File: src/rtl/mlp_cmd_pkg.sv
// Shared opcodes, reply codes and FSM state encoding for the MLP command sequencer.
package mlp_cmd_pkg;

  // Host command opcodes
  localparam logic [7:0] OP_WRITE_WEIGHTS = 8'h01;
  localparam logic [7:0] OP_WRITE_ACT     = 8'h02;
  localparam logic [7:0] OP_START         = 8'h03;
  localparam logic [7:0] OP_STATUS        = 8'h04;

  // Single-byte error replies
  localparam logic [7:0] REPLY_NO_WEIGHTS = 8'hE1;
  localparam logic [7:0] REPLY_TIMEOUT    = 8'hEE;

  // Reply lengths in bytes
  localparam logic [3:0] LEN_BYTE   = 4'd1;
  localparam logic [3:0] LEN_RESULT = 4'd8;

  // Sequencer states
  typedef enum logic [2:0] {
    ST_IDLE      = 3'd0,
    ST_RX_WEIGHT = 3'd1,
    ST_RX_ACT_LO = 3'd2,
    ST_RX_ACT_HI = 3'd3,
    ST_RUN_WAIT  = 3'd4,
    ST_TX_RESULT = 3'd5,
    ST_TX_BYTE   = 3'd6
  } seq_state_e;

endpackage

File: src/rtl/cmd_tx_serializer.sv
// Loads up to 8 reply bytes and shifts them out LSB-first over a valid/ready byte link.
module cmd_tx_serializer (
  input  logic        clk,
  input  logic        rst,
  input  logic        load_i,
  input  logic [63:0] data_i,
  input  logic [3:0]  len_i,
  input  logic        tx_ready_i,
  output logic        tx_valid_o,
  output logic [7:0]  tx_data_o,
  output logic        done_c_o
);

  logic [63:0] shift_q, shift_d;
  logic [2:0]  cnt_q, cnt_d;
  logic        valid_q, valid_d;

  // Byte shift register, remaining-byte counter (bytes left minus one) and valid flag
  always_ff @(posedge clk or posedge rst) begin
    if (rst) begin
      shift_q <= '0;
      cnt_q   <= '0;
      valid_q <= 1'b0;
    end else begin
      shift_q <= shift_d;
      cnt_q   <= cnt_d;
      valid_q <= valid_d;
    end
  end

  // Load when idle, advance one byte per accepted transfer
  always_comb begin
    shift_d = shift_q;
    cnt_d   = cnt_q;
    valid_d = valid_q;
    if (load_i && !valid_q) begin
      shift_d = data_i;
      cnt_d   = 3'(len_i - 4'd1);
      valid_d = 1'b1;
    end else if (valid_q && tx_ready_i) begin
      shift_d = {8'h00, shift_q[63:8]};
      if (cnt_q == 3'd0) begin
        valid_d = 1'b0;
      end else begin
        cnt_d = cnt_q - 3'd1;
      end
    end
  end

  assign tx_valid_o = valid_q;
  assign tx_data_o  = shift_q[7:0];
  assign done_c_o   = valid_q && tx_ready_i && (cnt_q == 3'd0);

endmodule

File: src/rtl/mlp_cmd_sequencer.sv
// Byte-protocol command front-end: decodes UART command bytes into TPU bridge
// controls, supervises MLP runs and returns results/status over UART TX.
module mlp_cmd_sequencer
  import mlp_cmd_pkg::*;
#(
  parameter int unsigned N_WEIGHT_BYTES = 4,
  parameter int unsigned TIMEOUT_CYCLES = 1024,
  parameter logic [3:0]  MLP_IDLE_STATE = 4'd0
) (
  input  logic               clk,
  input  logic               rst,
  input  logic               rx_valid,
  input  logic [7:0]         rx_data,
  output logic               rx_ready,
  output logic               tx_valid,
  output logic [7:0]         tx_data,
  input  logic               tx_ready,
  output logic               ctrl_wf_push_col0,
  output logic               ctrl_wf_push_col1,
  output logic [7:0]         ctrl_wf_data_in,
  output logic               ctrl_wf_reset,
  output logic               ctrl_init_act_valid,
  output logic [15:0]        ctrl_init_act_data,
  output logic               ctrl_start_mlp,
  output logic               ctrl_weights_ready,
  input  logic [3:0]         mlp_state,
  input  logic signed [31:0] mlp_acc0,
  input  logic signed [31:0] mlp_acc1,
  output logic               cmd_err
);

  localparam int unsigned WCNT_W   = $clog2(N_WEIGHT_BYTES);
  localparam int unsigned HALF_WB  = N_WEIGHT_BYTES / 2;
  localparam int unsigned TMO_W    = (TIMEOUT_CYCLES > 2) ? $clog2(TIMEOUT_CYCLES) : 1;

  seq_state_e        state_q, state_d;
  logic [WCNT_W-1:0] wcnt_q, wcnt_d;
  logic [TMO_W-1:0]  tmo_q, tmo_d;
  logic              seen_q, seen_d;
  logic [7:0]        act_lo_q, act_lo_d;
  logic [15:0]       act_data_q, act_data_d;
  logic              act_valid_q, act_valid_d;
  logic              push0_q, push0_d;
  logic              push1_q, push1_d;
  logic [7:0]        wf_data_q, wf_data_d;
  logic              wf_reset_q, wf_reset_d;
  logic              start_q, start_d;
  logic              wready_q, wready_d;
  logic              err_q, err_d;
  logic              rx_ready_q, rx_ready_d;

  logic              rx_fire_c;
  logic              ser_load_c;
  logic [63:0]       ser_data_c;
  logic [3:0]        ser_len_c;
  logic              ser_done_c;

  assign rx_fire_c = rx_valid && rx_ready_q;

  // Reply byte serializer shared by result, status and error replies
  cmd_tx_serializer u_tx (
    .clk        (clk),
    .rst        (rst),
    .load_i     (ser_load_c),
    .data_i     (ser_data_c),
    .len_i      (ser_len_c),
    .tx_ready_i (tx_ready),
    .tx_valid_o (tx_valid),
    .tx_data_o  (tx_data),
    .done_c_o   (ser_done_c)
  );

  // State and registered control outputs
  always_ff @(posedge clk or posedge rst) begin
    if (rst) begin
      state_q     <= ST_IDLE;
      wcnt_q      <= '0;
      tmo_q       <= '0;
      seen_q      <= 1'b0;
      act_lo_q    <= '0;
      act_data_q  <= '0;
      act_valid_q <= 1'b0;
      push0_q     <= 1'b0;
      push1_q     <= 1'b0;
      wf_data_q   <= '0;
      wf_reset_q  <= 1'b0;
      start_q     <= 1'b0;
      wready_q    <= 1'b0;
      err_q       <= 1'b0;
      rx_ready_q  <= 1'b0;
    end else begin
      state_q     <= state_d;
      wcnt_q      <= wcnt_d;
      tmo_q       <= tmo_d;
      seen_q      <= seen_d;
      act_lo_q    <= act_lo_d;
      act_data_q  <= act_data_d;
      act_valid_q <= act_valid_d;
      push0_q     <= push0_d;
      push1_q     <= push1_d;
      wf_data_q   <= wf_data_d;
      wf_reset_q  <= wf_reset_d;
      start_q     <= start_d;
      wready_q    <= wready_d;
      err_q       <= err_d;
      rx_ready_q  <= rx_ready_d;
    end
  end

  // Command decode, run supervision and reply scheduling
  always_comb begin
    state_d     = state_q;
    wcnt_d      = wcnt_q;
    tmo_d       = tmo_q;
    seen_d      = seen_q;
    act_lo_d    = act_lo_q;
    act_data_d  = act_data_q;
    act_valid_d = 1'b0;
    push0_d     = 1'b0;
    push1_d     = 1'b0;
    wf_data_d   = wf_data_q;
    wf_reset_d  = 1'b0;
    start_d     = 1'b0;
    wready_d    = wready_q;
    err_d       = 1'b0;
    ser_load_c  = 1'b0;
    ser_data_c  = '0;
    ser_len_c   = LEN_BYTE;

    unique case (state_q)
      ST_IDLE: begin
        if (rx_fire_c) begin
          unique case (rx_data)
            OP_WRITE_WEIGHTS: begin
              wf_reset_d = 1'b1;
              wready_d   = 1'b0;
              wcnt_d     = '0;
              state_d    = ST_RX_WEIGHT;
            end
            OP_WRITE_ACT: begin
              state_d = ST_RX_ACT_LO;
            end
            OP_START: begin
              if (!wready_q) begin
                ser_load_c = 1'b1;
                ser_data_c = 64'(REPLY_NO_WEIGHTS);
                err_d      = 1'b1;
                state_d    = ST_TX_BYTE;
              end else begin
                start_d = 1'b1;
                tmo_d   = '0;
                seen_d  = 1'b0;
                state_d = ST_RUN_WAIT;
              end
            end
            OP_STATUS: begin
              ser_load_c = 1'b1;
              ser_data_c = 64'({wready_q, 3'b000, mlp_state});
              state_d    = ST_TX_BYTE;
            end
            default: begin
              err_d = 1'b1;
            end
          endcase
        end
      end

      ST_RX_WEIGHT: begin
        if (rx_fire_c) begin
          wf_data_d = rx_data;
          if (wcnt_q < WCNT_W'(HALF_WB)) begin
            push0_d = 1'b1;
          end else begin
            push1_d = 1'b1;
          end
          if (wcnt_q == WCNT_W'(N_WEIGHT_BYTES - 1)) begin
            wready_d = 1'b1;
            state_d  = ST_IDLE;
          end else begin
            wcnt_d = wcnt_q + WCNT_W'(1);
          end
        end
      end

      ST_RX_ACT_LO: begin
        if (rx_fire_c) begin
          act_lo_d = rx_data;
          state_d  = ST_RX_ACT_HI;
        end
      end

      ST_RX_ACT_HI: begin
        if (rx_fire_c) begin
          act_data_d  = {rx_data, act_lo_q};
          act_valid_d = 1'b1;
          state_d     = ST_IDLE;
        end
      end

      ST_RUN_WAIT: begin
        if (mlp_state != MLP_IDLE_STATE) begin
          seen_d = 1'b1;
        end
        if (seen_q && (mlp_state == MLP_IDLE_STATE)) begin
          ser_load_c = 1'b1;
          ser_data_c = {mlp_acc1, mlp_acc0};
          ser_len_c  = LEN_RESULT;
          state_d    = ST_TX_RESULT;
        end else if (tmo_q == TMO_W'(TIMEOUT_CYCLES - 1)) begin
          ser_load_c = 1'b1;
          ser_data_c = 64'(REPLY_TIMEOUT);
          err_d      = 1'b1;
          state_d    = ST_TX_BYTE;
        end else begin
          tmo_d = tmo_q + TMO_W'(1);
        end
      end

      ST_TX_RESULT, ST_TX_BYTE: begin
        if (ser_done_c) begin
          state_d = ST_IDLE;
        end
      end

      default: begin
        state_d = ST_IDLE;
      end
    endcase

    rx_ready_d = (state_d == ST_IDLE)      || (state_d == ST_RX_WEIGHT) ||
                 (state_d == ST_RX_ACT_LO) || (state_d == ST_RX_ACT_HI);
  end

  assign rx_ready            = rx_ready_q;
  assign ctrl_wf_push_col0   = push0_q;
  assign ctrl_wf_push_col1   = push1_q;
  assign ctrl_wf_data_in     = wf_data_q;
  assign ctrl_wf_reset       = wf_reset_q;
  assign ctrl_init_act_valid = act_valid_q;
  assign ctrl_init_act_data  = act_data_q;
  assign ctrl_start_mlp      = start_q;
  assign ctrl_weights_ready  = wready_q;
  assign cmd_err             = err_q;

endmodule

File: config.mk
export PLATFORM = sky130hd
export DESIGN_NAME = mlp_cmd_sequencer
export DESIGN_NICKNAME = d
export VERILOG_FILES = /design/src/rtl/mlp_cmd_pkg.sv /design/src/rtl/cmd_tx_serializer.sv /design/src/rtl/mlp_cmd_sequencer.sv
export SDC_FILE = /design/constraint.sdc
export NUM_CORES = 1
export LEC_CHECK = 0
export ABC_AREA = 1
export BUFFER_PORTS_ARGS = -buffer_cell sky130_fd_sc_hd__buf_2
export CORE_MARGIN = 4
export CORE_UTILIZATION = 45
export CTS_CLUSTER_DIAMETER = 150
export DETAILED_ROUTE_END_ITERATION = 7
export PLACE_DENSITY = 0.72
export SKIP_CTS_REPAIR_TIMING = 1
export SYNTH_ARGS = -nofsm -noshare
export SYNTH_HDL_FRONTEND = slang
export SYNTH_SLANG_ARGS = --single-unit
File: constraint.sdc
create_clock -name clk -period 5.28 [get_ports clk]
set_input_delay 0.792 -clock clk [delete_from_list [all_inputs] [get_ports clk]]
set_output_delay 0.792 -clock clk [all_outputs]
set_load 0.01 [all_outputs]
==> flow_summary.ini, run 1 <==
[yosys]
synth_top_family_by_area = simple AND/OR/NAND/NOR gates
syn_area_um2 = 6680
synth_compound_area_frac = 0.0817
ys_ff_latch = 124
synth_edf_count = 0
yosys_warnings = 0
synthArstFlopShare = 1.00
synth.distinct_cells = 38
synth_top_cells_by_count = nand2_1 (241), dfrtp_1 (124), nand3_1 (103), inv_1 (86), o21ai_0 (74)
synth_top_area_cell = dfrtp_1
ys.flop_type = dfrtp_1
yosysSeqAreaShare = 0.465
yosys.area_share.simple = 0.342
synthXorXnorAreaFrac = 0.00918
synth_mux_area_frac = 0
yosysMostFrequentCell = nand2_1
yosysTopAreaCellShare = 0.465
synthesis.nets = 916
synthAdderAreaFrac = 0.00562
avgSynthCellArea_um2 = 8.02
synth_area_leaders = dfrtp_1 (46%), nand2_1 (14%), nand3_1 (7.7%)
synthCells = 833

[drt]
firstDrtPassIters = 5
drt_wl_total_mm = 16.0
wl_per_cell_um = 14.2
ant_nets = 0
drt-initial-drc-count = 497
via_count = 5690
drc_errors = 0
vias_per_cell = 5.07

[sta]
hold_violations = 0
fin_skew_ps = 7.67
whs_ps = 464
setup_viol = 0
fin_tns_setup_ps = 0
grt_setup_unrepaired = false
fmax_mhz = 335
drv_slew = 0
post-route-period-util = 0.565
maxSlewHeadroom = 0.260
fin_crit_ps = 2980
tightest_slew_ps = 1110

[cts]
cts_max_path_buffers = 2
clk_pin_slew_ps = 60
h-tree-depth = 4
clk_latency_ps = 430
numClockSinks = 124
cts_tree = built
cts_root_buf = clkbuf_16
numCtsBuffers = 17

[cells_and_area]
diodes = 0
area_growth_syn_to_layout_pct = 17.8
fillCellCount = 1402
fin_util = 0.541
fin_nets = 1008
drive_above_1_share = 0.244

[global_route]
antenna_found_initial = 0
grt_use_met1 = 0.280
use_met3 = 0.0471
grt_usage = 0.195
grt_pass1_wl_mm = 26.1
grt.overflow.total = 0
top_usage_layer = met2
grtUsageMet2 = 0.292
grt_max_degree = 103
grt_pass1_vias = 5280

[critical_path]
worstSetupStartpointType = register
crit_start = state_q[1]
cp-end-kind = register
critical_path_class = reg2reg
arrival_ps = 3310
worst-path-max-fanout = 102
r2r_start = state_q[1]
crit_required_ps = 5600

[pwr]
power.density_nw_per_um2 = 480
irDropWorstVdd_v = 0.000262
finalPower_uw = 3780
p_leak_uw = 0.00414

[placed_design]
hpwl_mm = 10.7
place_congestion = 0.856
io_buffers = 120

[die]
die_w_um = 130
core_area_um2 = 14500
fp.dieH_um = 130
initial_core_util = 0.460
die_area_um2 = 16900
io_pins = 121
rows = 44

[min_path]
hold_start = ctrl_init_act_data[4]
holdCritPathClass = reg2reg

[run_status]
outcome = complete, no violations

[job]
maxCapViolCount = 0
==> worst paths after layout <==
kind / slack [ps] / endpoint / depth (start not counted)
worst max-delay path: 2300 / u_tx.shift_q[27] / 10
worst min-delay path: 460 / ctrl_init_act_data[4] / 2
worst max register to register: 2300 / u_tx.shift_q[27] / 10
worst min register to register: 460 / ctrl_init_act_data[4] / 2
max in group asynchronous: 3560 / tmo_q[9] / 3
min in group asynchronous: 630 / u_tx.shift_q[63] / 2
==> critical path: stages (launching register included) <==
cell and delay [ps]:
dfrtp_1 450, nor2_4 200, inv_1 110, nor2_4 80, buf_4 510, nand2_4 710, buf_4 490, o21ai_0 110
nand2_1 90, nand2_1 70, inv_1 40
==> sequential cells by signal, summed over array words and instances (netlist names), 2 cells and up <==
register / cells
u_tx.shift_q: 64
act_lo_q: 8
ctrl_wf_data_in: 8
ctrl_init_act_data: 16
u_tx.cnt_q: 3
tmo_q: 10
wcnt_q: 2
state_q: 3
==> routing by layer <==
layer  part of all wire  up-vias
li1                   -     2868
met5                  0        -
met4              0.022        0
met3              0.046       25
met1               0.48     2665
met2               0.45      132
==> report_power, final <==
part	total [µW]	internal [µW]	switching (µW)
combinational	1170	463	712
sequential	1430	1250	177
clock	1170	715	458
==> cell usage in the layout (no fill, tap or decap), types with 2 or more instances in the layout <==
master      Yosys  layout
nand2_1       241     240
dfrtp_1       124     124
buf_2          11     120
nand3_1       103     103
inv_1          86      85
o21ai_0        74      74
nand3b_2       38      38
nor2_1         27      27
clkbuf_16       0      17
o21ai_1         8       8
nand3b_1        7       7
inv_2           7       7
nand4_1         6       6
nor3_1          6       6
nand2_4         4       5
nor2_4          4       5
nand2_2         5       5
xor2_1          5       5
o31ai_1         5       5
inv_6           0       5
buf_4          10       5
nor2_2          5       4
o211ai_1        4       4
clkinvlp_4      0       4
nand3_2         3       3
ha_1            3       3
clkinv_4        0       3
or2_2           2       2
a21oi_1         2       2
o22ai_1         2       2
xnor2_1         2       2
o221ai_1        2       2
bufinv_16       0       2
==> cells by family (layout without fill, tap and decap cells) <==
kind of cell,Yosys count,count (layout)
AOI/OAI and AO/OA,100,100
xor gates and xnor gates,7,7
adders and majority gates,3,3
buffers and inverters,146,251
DFF,124,124
and+or+nand+nor,453,453
==> stage by stage <==
stage               instance area (µm²)  std cells  setup WS [ps]
finish                             7870       1122           2300
global placement                   7270       1090           2270
floorplan                          6680        833           1190
detailed placement                 7270       1090           2170
CTS                                7870       1122           2250
global route                       7870       1122           1960
==> cell type report <==
cell class,count,area (µm²),area share
clock inverters,14,160,0.0203
clock buffers,18,439,0.0558
repair buffers,125,638,0.0811
well taps,184,230,0.0293
multi-input cells,563,2940,0.374
flip-flops and latches,124,3100,0.394
inverters,94,355,0.0452
Note: power is estimated with default switching activity, not from simulation.
==> run 2, diff against run 1 <==
--- a/config.mk
+++ b/config.mk
@@ -5,13 +5,13 @@
 export SDC_FILE = /design/constraint.sdc
 export NUM_CORES = 1
 export LEC_CHECK = 0
-export ABC_AREA = 1
+export ABC_AREA = 0
 export BUFFER_PORTS_ARGS = -buffer_cell sky130_fd_sc_hd__buf_2
 export CORE_MARGIN = 4
 export CORE_UTILIZATION = 45
 export CTS_CLUSTER_DIAMETER = 150
 export DETAILED_ROUTE_END_ITERATION = 7
-export PLACE_DENSITY = 0.72
+export PLACE_DENSITY = 0.73
 export SKIP_CTS_REPAIR_TIMING = 1
 export SYNTH_ARGS = -nofsm -noshare
 export SYNTH_HDL_FRONTEND = slang
==> constraint.sdc (replaced) <==
create_clock -name clk -period 3 [get_ports clk]
set_input_delay 0.45 -clock clk [delete_from_list [all_inputs] [get_ports clk]]
set_output_delay 0.45 -clock clk [all_outputs]
set_load 0.01 [all_outputs]
==> flow_summary.ini, run 2 <==
[run_status]
outcome = complete, no violations

[critical_path]
worstSetupStartpointType = register
critical_path_class = reg2reg
crit_required_ps = 3330
path_cells = nor3b_1 > and3_1 > and2_2 > buf_12 > buf_4 > nand2_1 > a2bb2oi_1
max_stage_delay_ps = 620
worst-path-max-fanout = 43
slowest_stage = dfrtp_1
cp-end-kind = register
arrival_ps = 2890

[drt]
drc_errors = 0
drt_wl_total_mm = 15.7
drt-initial-drc-count = 489
via_count = 4950
ant_nets = 0
wl_per_cell_um = 18.6
firstDrtPassIters = 5
vias_per_cell = 5.86

[yosys]
avgSynthCellArea_um2 = 10.6
yosys.area_share.simple = 0.139
syn_area_um2 = 5930
yosys_warnings = 0
ys.flop_type = dfrtp_1
synth_mux_area_frac = 0.0606
yosysTopAreaCellShare = 0.524
ys_ff_latch = 124
synthesis.nets = 641
synth_top_cells_by_count = dfrtp_1 (124), nand2_1 (81), o22ai_1 (54), a2bb2oi_1 (50), mux2_2 (31)
yosysMostFrequentCell = dfrtp_1
synth_top_area_cell = dfrtp_1
synth.distinct_cells = 59
synthCells = 558
synth_edf_count = 0
synth_area_leaders = dfrtp_1 (52%), a2bb2oi_1 (7.4%), mux2_2 (5.9%)
synthAdderAreaFrac = 0.00633
synthArstFlopShare = 1.00
synth_compound_area_frac = 0.211
yosysSeqAreaShare = 0.524
synthXorXnorAreaFrac = 0.0103
synth_top_family_by_area = compound AO/OA/AOI/OAI gates

[cts]
clk_latency_ps = 420
numCtsBuffers = 17
cts_root_buf = clkbuf_16
cts_tree = built
numClockSinks = 124
clk_pin_slew_ps = 60
cts_max_path_buffers = 2
h-tree-depth = 4

[sta]
fin_tns_setup_ps = 0
setup_viol = 0
fin_crit_ps = 2560
tightest_slew_ps = 684
fin_skew_ps = 9.10
fmax_mhz = 391
maxSlewHeadroom = 0.542
post-route-period-util = 0.853
drv_slew = 0
grt_setup_unrepaired = false
hold_violations = 0

[pwr]
switchingPower_uw = 2320
p_clk_frac = 0.296
p_seq_frac = 0.399
intPower_uw = 4570
irDropWorstVdd_v = 0.000570
pwr-share-comb = 0.305
power.density_nw_per_um2 = 954
switching_share = 0.337
p_leak_uw = 0.00310

[die]
die_area_um2 = 15100
rows = 41
core_area_um2 = 12800
initial_core_util = 0.464
io_pins = 121
fp.dieH_um = 123
die_w_um = 123

[global_route]
grt_max_degree = 125
antenna_found_initial = 1
grt_pass1_wl_mm = 24.9
grt_pass1_vias = 4833
grt_usage = 0.213
grt.overflow.total = 0

[job]
maxCapViolCount = 0

[placed_design]
place_congestion = 0.894
io_buffers = 120
dpl_cell_area_um2 = 6640
hpwl_mm = 10.5

[cells_and_area]
fillCellCount = 1067
drive_above_1_share = 0.317
layout_common_cells = dfrtp_1 (124), buf_2 (120), nand2_1 (80)
largest_reg_flops = 64
fin_nets = 741
regMostFlops = u_tx.shift_q
final_cell_area_um2 = 7230
area_growth_syn_to_layout_pct = 22.0
layout_commonest_cell = dfrtp_1

[min_path]
holdCritPathClass = in2async
## run 2: cell types whose count changed in the layout (fill, tap and decap cells not counted), sizes merged, moves of 15 or more
cell	delta
nand3b	-44
nand2	-169
a21oi	+15
o21ai	-67
nand3	-93
a2bb2oi	+50
mux2	+31
o22ai	+52
inv	-85
## run 2: logic make-up (layout without fill, tap and decap cells)
kind of cell	count (synthesis)	count (layout)
AO/OA/AOI/OAI	171	171
XOR/XNOR	7	7
adder cells (fa/ha/maj)	3	3
buffers and inverters	59	172
flip-flops	124	124
multiplexers	32	32
other	0	1
AND/OR/NAND/NOR	162	162
## run 2: area by class of cell
type	instances	area (µm²)	area share
Tap cell	172	215	0.0298
Sequential cell	124	3100	0.429
Multi-Input combinational cell	375	2560	0.354
Antenna cell	1	2.50	0.000346
Clock buffer	17	425	0.0589
Timing Repair Buffer	131	721	0.0997
Clock inverter	15	163	0.0225
Inverter	9	37.5	0.00519
## run 2: final timing paths
kind                       slack [ps]    startpoint                 to  cells past startpoint
max                               440    state_q[2]   u_tx.shift_q[43]                      7
min                               210           rst   u_tx.shift_q[55]                      3
max reg2reg                       440    state_q[2]   u_tx.shift_q[43]                      7
min reg2reg                       480     wcnt_q[1]  ctrl_wf_push_col0                      1
max in group asynchronous        2300           rst    u_tx.shift_q[2]                      3
min in group clk                  260  mlp_acc1[26]   u_tx.shift_q[58]                      2
## run 2: per-layer routing
layer / share of wire / track usage / vias up / wire length, µm
met3: 0.078 / 0.0553 / 23 / 1220
met1: 0.41 / 0.281 / 2448 / 6480
li1: - / - / 2291 / -
met4: 0.020 / 0.0819 / 0 / 320
met5: 0 / 0 / - / 0
met2: 0.49 / 0.339 / 188 / 7690
## run 2: worst max-delay path, delay by kind of cell, from the launching register on
kind,cells,cell delay (ps)
compound gates,1,200
buf+inv,2,440
flops,1,620
simple gates,4,1170
## run 2: through the flow
step / hold WS [ps] / setup slack (ps) / util / total power, µW / cells
detailed placement: 481 / 343 / 0.520 / 4860 / 811
global route: 252 / 244 / 0.566 / 7290 / 844
CTS: 250 / 493 / 0.566 / 6940 / 843
floorplan: 439 / 572 / - / 4210 / 558
global placement: 468 / 400 / 0.520 / 4780 / 811
finish: 211 / 440 / 0.566 / 6900 / 844
## run 2: power by group through the flow
stage / registers [µW] / logic [µW] / clock network [µW]
CTS: 2750 / 2120 / 2070
floorplan: 2730 / 1480 / 0
detailed placement: 2760 / 2100 / 0
finish: 2750 / 2100 / 2040
global placement: 2730 / 2050 / 0
global route: 2830 / 2320 / 2150
